**src/rtl/liteeth_rst_seq_pkg.sv**
```systemverilog
// Shared types and helpers for the LiteEth PHY/MAC reset sequencer.
package liteeth_rst_seq_pkg;

  typedef enum logic [2:0] {
    WAIT_LOCK,
    PHY_RST,
    SETTLE,
    RELEASE,
    DONE
  } state_t;

  localparam int N_DOMAINS_MIN = 1;
  localparam int N_DOMAINS_MAX = 8;
  localparam int CYCLES_MIN    = 1;

  // Width that holds the largest phase length without wrapping.
  function automatic int cnt_width(input int a, input int s, input int g);
    int m;
    m = a;
    if (s > m) m = s;
    if (g > m) m = g;
    return $clog2(m + 1);
  endfunction

endpackage

```
**src/rtl/liteeth_rst_timer.sv**
```systemverilog
// Loadable saturating down-counter; expired pulses once per load when the count is spent.
module liteeth_rst_timer #(
  parameter int W = 4
) (
  input  logic         sys_clk,
  input  logic         sys_rst_n,
  input  logic         load,
  input  logic [W-1:0] value,
  output logic         expired
);

  logic [W-1:0] cnt;
  logic         running;

  assign expired = running && (cnt == '0);

  always_ff @(posedge sys_clk) begin
    if (!sys_rst_n) begin
      cnt     <= '0;
      running <= 1'b0;
    end else if (load) begin
      cnt     <= value;
      running <= 1'b1;
    end else if (expired) begin
      running <= 1'b0;
    end else if (cnt != '0) begin
      cnt <= cnt - 1'b1;
    end
  end

endmodule

```
**src/rtl/liteeth_rst_seq.sv**
```systemverilog
// PHY reset pulse, settle wait and staggered per-domain preset release.
//   state     | meaning
//   WAIT_LOCK | PLL not locked, everything held in reset
//   PHY_RST   | phy_rst_n driven low
//   SETTLE    | PHY released, domains still preset
//   RELEASE   | domain presets dropping one per stagger interval
//   DONE      | all domains released, ready high
module liteeth_rst_seq
  import liteeth_rst_seq_pkg::*;
#(
  parameter int ASSERT_CYCLES  = 256,
  parameter int SETTLE_CYCLES  = 1024,
  parameter int STAGGER_CYCLES = 16,
  parameter int N_DOMAINS      = 3
) (
  input  logic                 sys_clk,
  input  logic                 sys_rst_n,
  input  logic                 pll_locked,
  input  logic                 soft_rst_req,
  output logic                 phy_rst_n,
  output logic [N_DOMAINS-1:0] dom_pre,
  output logic                 ready
);

  localparam int CNT_W = cnt_width(ASSERT_CYCLES, SETTLE_CYCLES, STAGGER_CYCLES);
  localparam int IDX_W = $clog2(N_DOMAINS + 1);

  if (N_DOMAINS < N_DOMAINS_MIN || N_DOMAINS > N_DOMAINS_MAX ||
      ASSERT_CYCLES < CYCLES_MIN || SETTLE_CYCLES < CYCLES_MIN ||
      STAGGER_CYCLES < CYCLES_MIN) begin : g_param_check
    $error("liteeth_rst_seq: parameter out of range");
  end

  state_t               state_q, state_d;
  logic                 phy_d, ready_d;
  logic [N_DOMAINS-1:0] pre_d;
  logic [IDX_W-1:0]     idx_q, idx_d, idx_nxt;
  logic                 tmr_load, tmr_expired;
  logic [CNT_W-1:0]     tmr_value;

  liteeth_rst_timer #(.W(CNT_W)) u_timer (
    .sys_clk   (sys_clk),
    .sys_rst_n (sys_rst_n),
    .load      (tmr_load),
    .value     (tmr_value),
    .expired   (tmr_expired)
  );

  // PHY_RST is entered on the lock/soft edge itself, so it needs one extra edge:
  // load ASSERT_CYCLES there, and length-1 for the phases entered on a boundary.
  always_comb begin
    state_d   = state_q;
    phy_d     = phy_rst_n;
    pre_d     = dom_pre;
    ready_d   = ready;
    idx_d     = idx_q;
    idx_nxt   = idx_q + 1'b1;
    tmr_load  = 1'b0;
    tmr_value = '0;
    if (state_q != WAIT_LOCK && !pll_locked) begin
      state_d = WAIT_LOCK;
      phy_d   = 1'b0;
      pre_d   = '1;
      ready_d = 1'b0;
      idx_d   = '0;
    end else if (state_q != WAIT_LOCK && soft_rst_req) begin
      state_d   = PHY_RST;
      phy_d     = 1'b0;
      pre_d     = '1;
      ready_d   = 1'b0;
      idx_d     = '0;
      tmr_load  = 1'b1;
      tmr_value = CNT_W'(ASSERT_CYCLES);
    end else begin
      case (state_q)
        WAIT_LOCK: begin
          if (pll_locked) begin
            state_d   = PHY_RST;
            tmr_load  = 1'b1;
            tmr_value = CNT_W'(ASSERT_CYCLES);
          end
        end
        PHY_RST: begin
          if (tmr_expired) begin
            state_d   = SETTLE;
            phy_d     = 1'b1;
            tmr_load  = 1'b1;
            tmr_value = CNT_W'(SETTLE_CYCLES - 1);
          end
        end
        SETTLE: begin
          if (tmr_expired) begin
            pre_d[0] = 1'b0;
            idx_d    = '0;
            if (N_DOMAINS == 1) begin
              state_d = DONE;
              ready_d = 1'b1;
            end else begin
              state_d   = RELEASE;
              tmr_load  = 1'b1;
              tmr_value = CNT_W'(STAGGER_CYCLES - 1);
            end
          end
        end
        RELEASE: begin
          if (tmr_expired) begin
            for (int i = 0; i < N_DOMAINS; i++) begin
              if (IDX_W'(i) == idx_nxt) pre_d[i] = 1'b0;
            end
            idx_d = idx_nxt;
            if (idx_nxt == IDX_W'(N_DOMAINS - 1)) begin
              state_d = DONE;
              ready_d = 1'b1;
            end else begin
              tmr_load  = 1'b1;
              tmr_value = CNT_W'(STAGGER_CYCLES - 1);
            end
          end
        end
        DONE: ;
        default: begin
          state_d = WAIT_LOCK;
          phy_d   = 1'b0;
          pre_d   = '1;
          ready_d = 1'b0;
          idx_d   = '0;
        end
      endcase
    end
  end

  always_ff @(posedge sys_clk) begin
    if (!sys_rst_n) begin
      state_q   <= WAIT_LOCK;
      phy_rst_n <= 1'b0;
      dom_pre   <= '1;
      ready     <= 1'b0;
      idx_q     <= '0;
    end else begin
      state_q   <= state_d;
      phy_rst_n <= phy_d;
      dom_pre   <= pre_d;
      ready     <= ready_d;
      idx_q     <= idx_d;
    end
  end

endmodule

```
**config.mk**
```make
export PLATFORM = sky130hd
export DESIGN_NAME = liteeth_rst_seq
export DESIGN_NICKNAME = d
export VERILOG_FILES = /design/src/rtl/liteeth_rst_seq_pkg.sv /design/src/rtl/liteeth_rst_timer.sv /design/src/rtl/liteeth_rst_seq.sv
export SDC_FILE = /design/constraint.sdc
export NUM_CORES = 1
export LEC_CHECK = 0
export ABC_AREA = 1
export ABC_CLOCK_PERIOD_IN_PS = 4000
export CORE_ASPECT_RATIO = 0.7
export CORE_MARGIN = 10
export CORE_UTILIZATION = 50
export DETAILED_ROUTE_END_ITERATION = 7
export PLACE_DENSITY = 0.69
export SYNTH_ARGS = -nofsm -noshare
export SYNTH_HDL_FRONTEND = slang
export SYNTH_SLANG_ARGS = --single-unit
```
**constraint.sdc**
```tcl
create_clock -name sys_clk -period 4 [get_ports sys_clk]
set_input_delay 0.8 -clock sys_clk [delete_from_list [all_inputs] [get_ports sys_clk]]
set_output_delay 0.8 -clock sys_clk [all_outputs]
set_load 0.05 [all_outputs]
```
==> reports/qor.yml, run 1 <==
floorplan:
  die_w_um: 83.1
  ios: 9
  start_util_pct: 54.5
  core_um2: 2550
  num_rows: 15
  die_h_um: 64.1
  dieArea_um2: 5330
placed_design:
  placed_area_um2: 1490
  portBuffers: 8
  post-place-ws_ps: 1670
  place_congestion: 0.919
  dpl.hpwl_um: 2510
sta:
  hold_viol: 0
  setup_ws_ps: 1790
  finalSetupTns_ps: 0
  skew_ps: 3.36
  layout_min_cycle_time_ps: 2210
  slew_headroom_pct: 66.5
  fmax_mhz: 452
  slew_violations: 0
  worst_pin_slew_ps: 501
  rsz0062_at_grt: "false"
  setup_viol: 0
  finalCritPeriodShare_pct: 55.3
cts:
  cts_sinks: 22
  clk_latency_ps: 270
  clockBufferDepth: 2
  hold_buffers: 0
  numCtsBuffers: 3
  cts_tree: "done"
  root_buffer: "clkbuf_8"
  ctsResizeCount: 0
  htree_levels: 1
  path_clk_slew_ps: 80
  cts_setup_buffers: 0
routing:
  drtIter0Drc: 150
  wire_per_inst_um: 12.5
  routed_wl_um: 3220
  num_vias: 1355
  route.detailed.drc: 0
  ant_nets: 0
  viasPerCell: 5.25
  firstDrtPassIters: 4
final_layout:
  final_common_cell: "nand2_1"
  finalInstanceArea_um2: 1560
  diodes: 0
  final_cell_mix: "nand2_1 (59), nor2_1 (35), dfxtp_1 (22)"
  finalNetCount: 234
  drive_gt1_share_pct: 10.3
  syn_to_final_growth_pct: 12.3
critical_path:
  timing.rr.start: "u_timer.cnt[0]$_SDFFE_PN0P_"
  critPathTopFamily: "buffers and inverters"
  critical_path_class: "flop to primary output"
  critical-path-max-stage-delay_ps: 810
  required_ps: 3200
  cp_max_fo: 2
  cp-start-kind: "flop"
  arrival_ps: 1410
  crit_chain: "clkdlybuf4s50_1"
  slowest_stage: "clkdlybuf4s50_1"
  cp.depth: 1
  r2r_cells: 13
  r2r-end: "u_timer.cnt[0]$_SDFFE_PN0P_"
  path_buf_inv: 1
  reg2reg_slack_ps: 2150
  crit_path_end_kind: "primary output"
synthesis:
  yosys.area.top_type: "dfxtp_1"
  netlist_area_um2: 1390
  ys_seq_area_share_pct: 31.7
  syn_nets: 223
  synth_top_cell_area_share_pct: 31.7
  yosys_warnings: 0
  ys_ff_latch: 22
  ys_top_cells_by_area: "dfxtp_1 (32%), nand2_1 (16%), nor2_1 (9.4%)"
  ys_types: 23
  syn_avg_cell_area_um2: 6.50
  netlist_instances: 214
global_routing:
  grt_use_total_pct: 12.5
  grt_pass1_vias: 1252
  gr-total-overflow: 0
  grt_antenna_before_repair: 0
  grt_max_degree: 15
  grt_pass1_wl_um: 5650
power_and_ir_drop:
  switching_share_pct: 51.0
  powerDensity_nw_per_um2: 967
  report.power.total_uw: 1510
  ir_worst_vdd_v: 0.000398
  p_int_uw: 741
  p_clk_share_pct: 14.0
  combPwrFrac_pct: 61.0
  net-switching-power_uw: 770
  pwr-share-seq_pct: 25.0
  p_leak_uw: 0.000755
hold_path:
  min_path_cells: 2
  hold_path.class: "flop to flop"
  holdPathEnd: "dom_pre[1]$_SDFFE_PP1P_"
  worstHoldStart: "dom_pre[1]$_SDFFE_PP1P_"
job:
  drv_cap: 0
status:
  status: "complete, no violations"
## state kept, by name, summed over array words and instances, names as in the netlist
register         cells
ready                1
dom_pre              3
u_timer.cnt         11
u_timer.running      1
state_q              3
idx_q                2
phy_rst_n            1
## routing by layer
| layer | global-route usage [%] | routed length (um) | vias to the layer above | part of all wire (%) |
|---|---|---|---|---|
| li1 | - | - | 699 | - |
| met1 | 17.4 | 1660 | 605 | 52 |
| met2 | 17.6 | 1240 | 46 | 38 |
| met3 | 3.80 | 281 | 5 | 8.7 |
| met4 | 4.45 | 41 | 0 | 1.3 |
| met5 | 0 | 0 | - | 0 |
## layout make-up
type / count / area, um2
Clock buffer: 3 / 41.3
Tap cell: 34 / 42.5
Multi-Input combinational cell: 165 / 833
Sequential cell: 22 / 440
Fill cell: 242 / 990
Timing Repair Buffer: 8 / 80.1
Clock inverter: 1 / 30.0
Inverter: 25 / 95.1
## worst min-delay path: cells and delay by family, from the launching register on
family / cells / cell delay (ps)
simple gates: 2 / 100
flops: 1 / 320
## power by group through the flow
stage | sequential, uW | clock (uW) | combinational, uW
after global routing | 390 | 225 | 1060
after floorplan | 399 | 0 | 712
final | 378 | 212 | 922
after CTS | 376 | 212 | 910
after global placement | 379 | 0 | 893
after detailed placement | 381 | 0 | 900
## cell families after synthesis
group | Yosys count | synth area share (%)
flops | 22 | 31.7
xor+xnor | 6 | 3.78
buf+inv | 27 | 8.45
compound gates | 25 | 9.80
simple gates | 129 | 41.8
fa+ha+maj | 5 | 4.50
## stage by stage
stage | std cells | utilization [%] | hold slack, ps
floorplan | 214 | - | 457
global route | 258 | 61.2 | 493
CTS | 258 | 61.2 | 456
finish | 258 | 61.2 | 451
detailed placement | 254 | 58.4 | 440
global placement | 254 | 58.4 | 430
## cells in the mapped netlist
cell / count
a21oi_1: 14
nor2_2: 3
clkinv_2: 1
inv_1: 21
a31oi_1: 1
nand2_2: 4
inv_2: 3
ha_1: 5
nand3_1: 17
nand2_4: 2
nand2_1: 59
xor2_1: 4
o21ai_0: 8
nor2_4: 3
nor3_1: 1
o211ai_1: 1
a211oi_2: 1
xnor2_1: 2
buf_6: 2
nand3_2: 2
dfxtp_1: 22
nand4_1: 3
nor2_1: 35
## how the worst max path moves through the flow
stage | slack (ps) | to | start
after floorplan | 2430 | u_timer.cnt[4]$_SDFFE_PN0P_ | soft_rst_req
after global placement | 1730 | dom_pre[0]$_SDFFE_PP1P_ | pll_locked
after detailed placement | 1670 | dom_pre[1]$_SDFFE_PP1P_ | pll_locked
after CTS | 1780 | ready | ready$_SDFFE_PP0P_
after global routing | 1730 | dom_pre[2] | dom_pre[2]$_SDFFE_PP1P_
final | 1790 | ready | ready$_SDFFE_PP0P_
(Power assumes the default switching activity.)
==> inputs of run 2 (changes only) <==
Settings changed: ABC_CLOCK_PERIOD_IN_PS 4000 to 1900, PLACE_DENSITY 0.69 to 0.72.
Clock period 4 ns to 1.9 ns, I/O delays scaled along.
==> run 2 against run 1 <==
Compared with the run above:
- flip-flop and latch count unchanged
- first-iteration DRC count up 6.0%
- highest routed layer unchanged
- routed wire length increased by 4.0%
- sequential power is 110% higher
- clock power increased by 110%
- clock-buffer cell count stayed put
- register-to-register slack got worse by 2100 ps
- setup slack worse by 1700 ps
- cell count grew 1.6%
- combinational power grew 120%
- non-clock buffer count increased by 4
- worst hold slack gained 10 ps
==> reports/qor.yml, run 2 (same netlist as run 1, synthesis figures left out) <==
status:
  status: "complete, no violations"
floorplan:
  num_rows: 15  # unchanged
  die_h_um: 64.1  # unchanged
  die_w_um: 83.1  # unchanged
  core_um2: 2550  # unchanged
  ios: 9  # unchanged
  start_util_pct: 54.5  # unchanged
  dieArea_um2: 5330  # unchanged
power_and_ir_drop:
  p_leak_uw: 0.000775  # +2.7%
  ir_worst_vdd_v: 0.000762  # +92%
  powerDensity_nw_per_um2: 2040  # +110%
sta:
  skew_ps: 3.14  # -0.221 ps
  layout_min_cycle_time_ps: 1800
  setup_viol: 0  # unchanged
  finalCritPeriodShare_pct: 94.8
  worst_pin_slew_ps: 501  # -0.799 ps
  fmax_mhz: 555
  slew_violations: 0  # unchanged
  finalSetupTns_ps: 0  # unchanged
  slew_headroom_pct: 66.5  # about the same
  hold_viol: 0  # unchanged
routing:
  num_vias: 1380  # +1.8%
  ant_nets: 0  # unchanged
  viasPerCell: 5.27  # +0.29%
  routed_wl_um: 3350  # +4.0%
  route.detailed.drc: 0  # unchanged
  wire_per_inst_um: 12.8  # +2.4%
  drtIter0Drc: 159  # +6.0%
  firstDrtPassIters: 5  # +1
cts:
  path_clk_slew_ps: 80  # about the same
  htree_levels: 1  # unchanged
  cts_setup_buffers: 0  # unchanged
  numCtsBuffers: 3  # unchanged
  clk_latency_ps: 270  # about the same
  cts_tree: "done"
  hold_buffers: 0  # unchanged
  ctsResizeCount: 0  # unchanged
  cts_sinks: 22  # unchanged
  root_buffer: "clkbuf_8"
  clockBufferDepth: 2  # unchanged
final_layout:
  final_common_cell: "nand2_1"
  multi_input_area_um2: 851  # +2.1%
  largest_reg_flops: 11  # unchanged
  finalNetCount: 238  # +1.7%
  stdcell_count: 262  # +1.6%
  drive_gt1_share_pct: 13.6  # +3.3 points
  fillers: 235  # -2.9%
  reg_top3: "u_timer.cnt (11), dom_pre (3), state_q (3)"
  regArea_um2: 440  # unchanged
  final_cell_mix: "nand2_1 (59), nor2_1 (35), dfxtp_1 (22)"
  syn_to_final_growth_pct: 15.7
  largest_register: "u_timer.cnt"
  diodes: 0  # unchanged
  final_util_pct: 63.1  # +1.9 points
critical_path:
  arrival_ps: 1970  # +560 ps
  critical_path_class: "flop to flop"
  cp-start-kind: "flop"
  crit_path_end_kind: "flop"
  required_ps: 2070  # -1130 ps
  cp_max_fo: 14  # +12
global_routing:
  grt_use_total_pct: 11.9  # -0.65 points
  grt_pass1_wl_um: 5350  # -5.4%
  grt_antenna_before_repair: 0  # unchanged
  grt_pass1_vias: 1150  # -8.1%
  grt_max_degree: 15  # unchanged
  gr-total-overflow: 0  # unchanged
placed_design:
  dpl.hpwl_um: 2610  # +4.2%
  place_congestion: 0.925  # +0.59%
  portBuffers: 8  # unchanged
  place_inst: 258  # +1.6%
hold_path:
  hold_path.class: "flop to flop"
job:
  drv_cap: 0  # unchanged
-- run 2: changes by cell type in the layout (fill, tap and decap cells not counted), sizes merged --
cell / before / now
buf: 0 / 4
-- run 2: stage by stage --
step,setup WS (ps),instance area [um2],total power (uW),hold slack [ps]
5_1_grt,-39.4,1610,3560,497
3_3_place_gp,143,1520,2710,432
2_1_floorplan,340,1390,2340,457
6_report,99.6,1610,3280,461
4_1_cts,84.8,1590,3210,466
3_5_place_dp,97.1,1520,2740,453
-- run 2: power by group --
group          switching [uW]  internal (uW)  total, uW
clock network             155            282        437
registers                 181            621        803
logic                    1330            710       2040
-- run 2: final cells by class --
type,instances,area share [%]
Clock buffer,3,2.56
Clock inverter,1,1.86
Inverter,25,5.91
Multi-Input combinational cell,165,52.8
Sequential cell,22,27.4
Tap cell,34,2.64
Timing Repair Buffer,12,6.84
-- run 2: worst max-delay path: stages, from the launching register on --
cell	delay, ps
dfxtp_1	340
inv_2	90
ha_2	180
inv_1	50
nor2_1	80
nand3_1	120
nor2_4	160
nand3_2	110
nand2_4	100
nand2_4	110
nand2_1	100
nand2_1	80
nor2_1	120
nor2_1	50
-- run 2: final timing paths --
| path | slack, ps | endpoint | from | cells past startpoint |
|---|---|---|---|---|
| min | 460 | ready$_SDFFE_PP0P_ | ready$_SDFFE_PP0P_ | 2 |
| max reg2reg | 100 | u_timer.cnt[0]$_SDFFE_PN0P_ | u_timer.cnt[0]$_SDFFE_PN0P_ | 13 |
| min reg2reg | 460 | ready$_SDFFE_PP0P_ | ready$_SDFFE_PP0P_ | 2 |
| max | 100 | u_timer.cnt[0]$_SDFFE_PN0P_ | u_timer.cnt[0]$_SDFFE_PN0P_ | 13 |
-- run 2: routing by layer --
metal	share of wire (%)	global-route usage, %	wire [um]
met5	0	0	0
met4	1.9	3.18	64
met3	8.5	4.18	286
met2	41	16.7	1370
met1	49	16.5	1630
==> inputs of run 3 (changes only) <==
Settings changed: PLACE_DENSITY 0.72 to 0.69.
==> run 3 against run 2 <==
Compared with the run above:
- clock-buffer cell count unchanged
- flip-flop and latch count stayed put
- sequential power is essentially flat
- clock power increased by 3%
- largest cell class unchanged
- combinational power about the same
- critical path depth fell by 12
- worst hold slack worse by 6.1 ps
- critical endpoint is now dom_pre[2]
- clock skew rose by 3.9 ps
- critical path type is now flop to primary output
==> reports/qor.yml, run 3 (same netlist as run 1, synthesis figures left out) <==
cts:
  root_buffer: "clkbuf_8"
  path_clk_slew_ps: 80  # about the same
  clk_latency_ps: 270  # about the same
  cts_sinks: 22  # unchanged
  numCtsBuffers: 3  # unchanged
  clockBufferDepth: 2  # unchanged
  htree_levels: 1  # unchanged
  cts_setup_buffers: 0  # unchanged
  cts_tree: "done"
critical_path:
  required_ps: 1520  # -550 ps
  critPathTopFamily: "buffers and inverters"
  r2r_cells: 13  # unchanged
  reg2reg_slack_ps: 120  # +20 ps
  slowest_stage: "clkdlybuf4s50_1"
  r2r-end: "u_timer.cnt[0]$_SDFFE_PN0P_"
  cp.depth: 1  # -12
  cp_max_fo: 2  # -12
  cp-start-kind: "flop"
  critical-path-max-stage-delay_ps: 810  # +470 ps
  path_buf_inv: 1  # -1
  timing.rr.start: "u_timer.cnt[0]$_SDFFE_PN0P_"
  critical_path_class: "flop to primary output"
  crit_chain: "clkdlybuf4s50_1"
  arrival_ps: 1420  # -550 ps
  crit_path_end_kind: "primary output"
routing:
  num_vias: 1348  # -2.3%
  routed_wl_um: 3380  # +0.72%
  firstDrtPassIters: 4  # -1
  ant_nets: 0  # unchanged
  drtIter0Drc: 124  # -22%
  wire_per_inst_um: 12.9  # +0.72%
  viasPerCell: 5.15  # -2.3%
  route.detailed.drc: 0  # unchanged
sta:
  setup_viol: 0  # unchanged
  finalSetupTns_ps: 0  # unchanged
  finalCritPeriodShare_pct: 94.5  # -0.23 points
  skew_ps: 7.03  # +3.89 ps
  worst_pin_slew_ps: 501  # +0.0700 ps
  layout_min_cycle_time_ps: 1800  # -4.29 ps
  hold-worst-slack_ps: 455  # -6.07 ps
  hold_viol: 0  # unchanged
  fmax_mhz: 557  # +0.24%
  slew_headroom_pct: 66.5  # about the same
  slew_violations: 0  # unchanged
global_routing:
  grt_pass1_vias: 1227  # +6.7%
  grt_util_met2_pct: 18.8  # +2.0 points
  busiest_layer: "met2"
  grt_max_degree: 15  # unchanged
  grt_use_total_pct: 12.7  # +0.86 points
  grt_antenna_before_repair: 0  # unchanged
  grt_pass1_wl_um: 5680  # +6.2%
  gr-total-overflow: 0  # unchanged
  grtUsageMet3_pct: 3.80  # -0.38 points
  use_met1_pct: 17.6  # +1.1 points
floorplan:
  ios: 9  # unchanged
  dieArea_um2: 5330  # unchanged
  die_w_um: 83.1  # unchanged
  core_um2: 2550  # unchanged
  start_util_pct: 54.5  # unchanged
  die_h_um: 64.1  # unchanged
  num_rows: 15  # unchanged
power_and_ir_drop:
  report.power.total_uw: 3290  # +0.45%
  ir_worst_vdd_v: 0.000933  # +22%
  p_leak_uw: 0.000775  # about the same
  powerDensity_nw_per_um2: 2050  # +0.76%
final_layout:
  largest_register: "u_timer.cnt"
  final_cell_mix: "nand2_1 (59), nor2_1 (34), dfxtp_1 (22)"
  syn_to_final_growth_pct: 15.4
  reg_top3: "u_timer.cnt (11), dom_pre (3), state_q (3)"
  finalNetCount: 238  # unchanged
  fillers: 259  # +10%
  drive_gt1_share_pct: 13.2  # -0.44 points
  largest_reg_flops: 11  # unchanged
  stdcell_count: 262  # unchanged
  regArea_um2: 440  # unchanged
  final_common_cell: "nand2_1"
  final_util_pct: 62.9  # -0.20 points
  diodes: 0  # unchanged
  multi_input_area_um2: 846  # -0.59%
hold_path:
  holdPathEnd: "dom_pre[1]$_SDFFE_PP1P_"
  worstHoldStart: "dom_pre[1]$_SDFFE_PP1P_"
  hold_path.class: "flop to flop"
  min_path_cells: 2  # unchanged
placed_design:
  portBuffers: 8  # unchanged
  place_inst: 258  # unchanged
  dpl.hpwl_um: 2640  # +1.2%
  place_congestion: 0.930  # +0.56%
job:
  drv_cap: 0  # unchanged
status:
  status: "complete, no violations"
-- run 3: cell counts in the layout (fill, tap and decap cells not counted) --
No cell type changed its count.
-- run 3: final cells by class --
type	instances	area share, %
multi-input cells	165	52.7
flip-flops and latches	22	27.4
clock inverters	1	1.87
well taps	34	2.65
inverters	25	5.92
repair buffers	12	6.86
clock buffers	3	2.57
-- run 3: report_power, final --
part	leakage [uW]	switching (uW)	total, uW	internal, uW
logic	0.000559	1320	2040	723
clock network	0.0000357	168	450	282
registers	0.000180	180	802	621
total	0.000775	1670	3290	1630
-- run 3: worst max-delay path by stage --
| stage | startpoint | to | slack [ps] |
|---|---|---|---|
| floorplan | u_timer.cnt[0]$_SDFFE_PN0P_ | u_timer.cnt[6]$_SDFFE_PN0P_ | 340 |
| global placement | u_timer.cnt[0]$_SDFFE_PN0P_ | u_timer.cnt[0]$_SDFFE_PN0P_ | 130 |
| detailed placement | soft_rst_req | u_timer.cnt[0]$_SDFFE_PN0P_ | 120 |
| CTS | dom_pre[2]$_SDFFE_PP1P_ | dom_pre[2] | 90 |
| global route | u_timer.cnt[0]$_SDFFE_PN0P_ | u_timer.cnt[0]$_SDFFE_PN0P_ | -40 |
| finish | dom_pre[2]$_SDFFE_PP1P_ | dom_pre[2] | 100 |
-- run 3: what timing repair did --
item,in CTS,in global routing
setup endpoints to repair,0,9
resized for setup,0,4
hold buffers,0,0
-- run 3: layer usage --
metal  part of all wire [%]  vias to the layer above
met5                      0                        -
met4                    1.2                        0
met3                    7.5                        6
met2                     40                       36
met1                     52                      603
li1                       -                      703
-- run 3: per-stage QoR --
step / setup WS (ps) / area [um2]
after global routing: -43.8 / 1610
final: 104 / 1610
after CTS: 90.7 / 1590
after detailed placement: 119 / 1520
after floorplan: 340 / 1390
after global placement: 128 / 1520
-- run 3: worst reg2reg max path: stages, from the launching register on --
cell	delay (ps)
dfxtp_1	350
inv_2	90
ha_1	170
inv_1	60
nor2_1	80
nand3_1	120
nor2_4	150
nand3_2	110
nand2_4	100
nand2_4	110
nand2_1	100
nand2_1	80
nor2_1	110
nor2_1	60
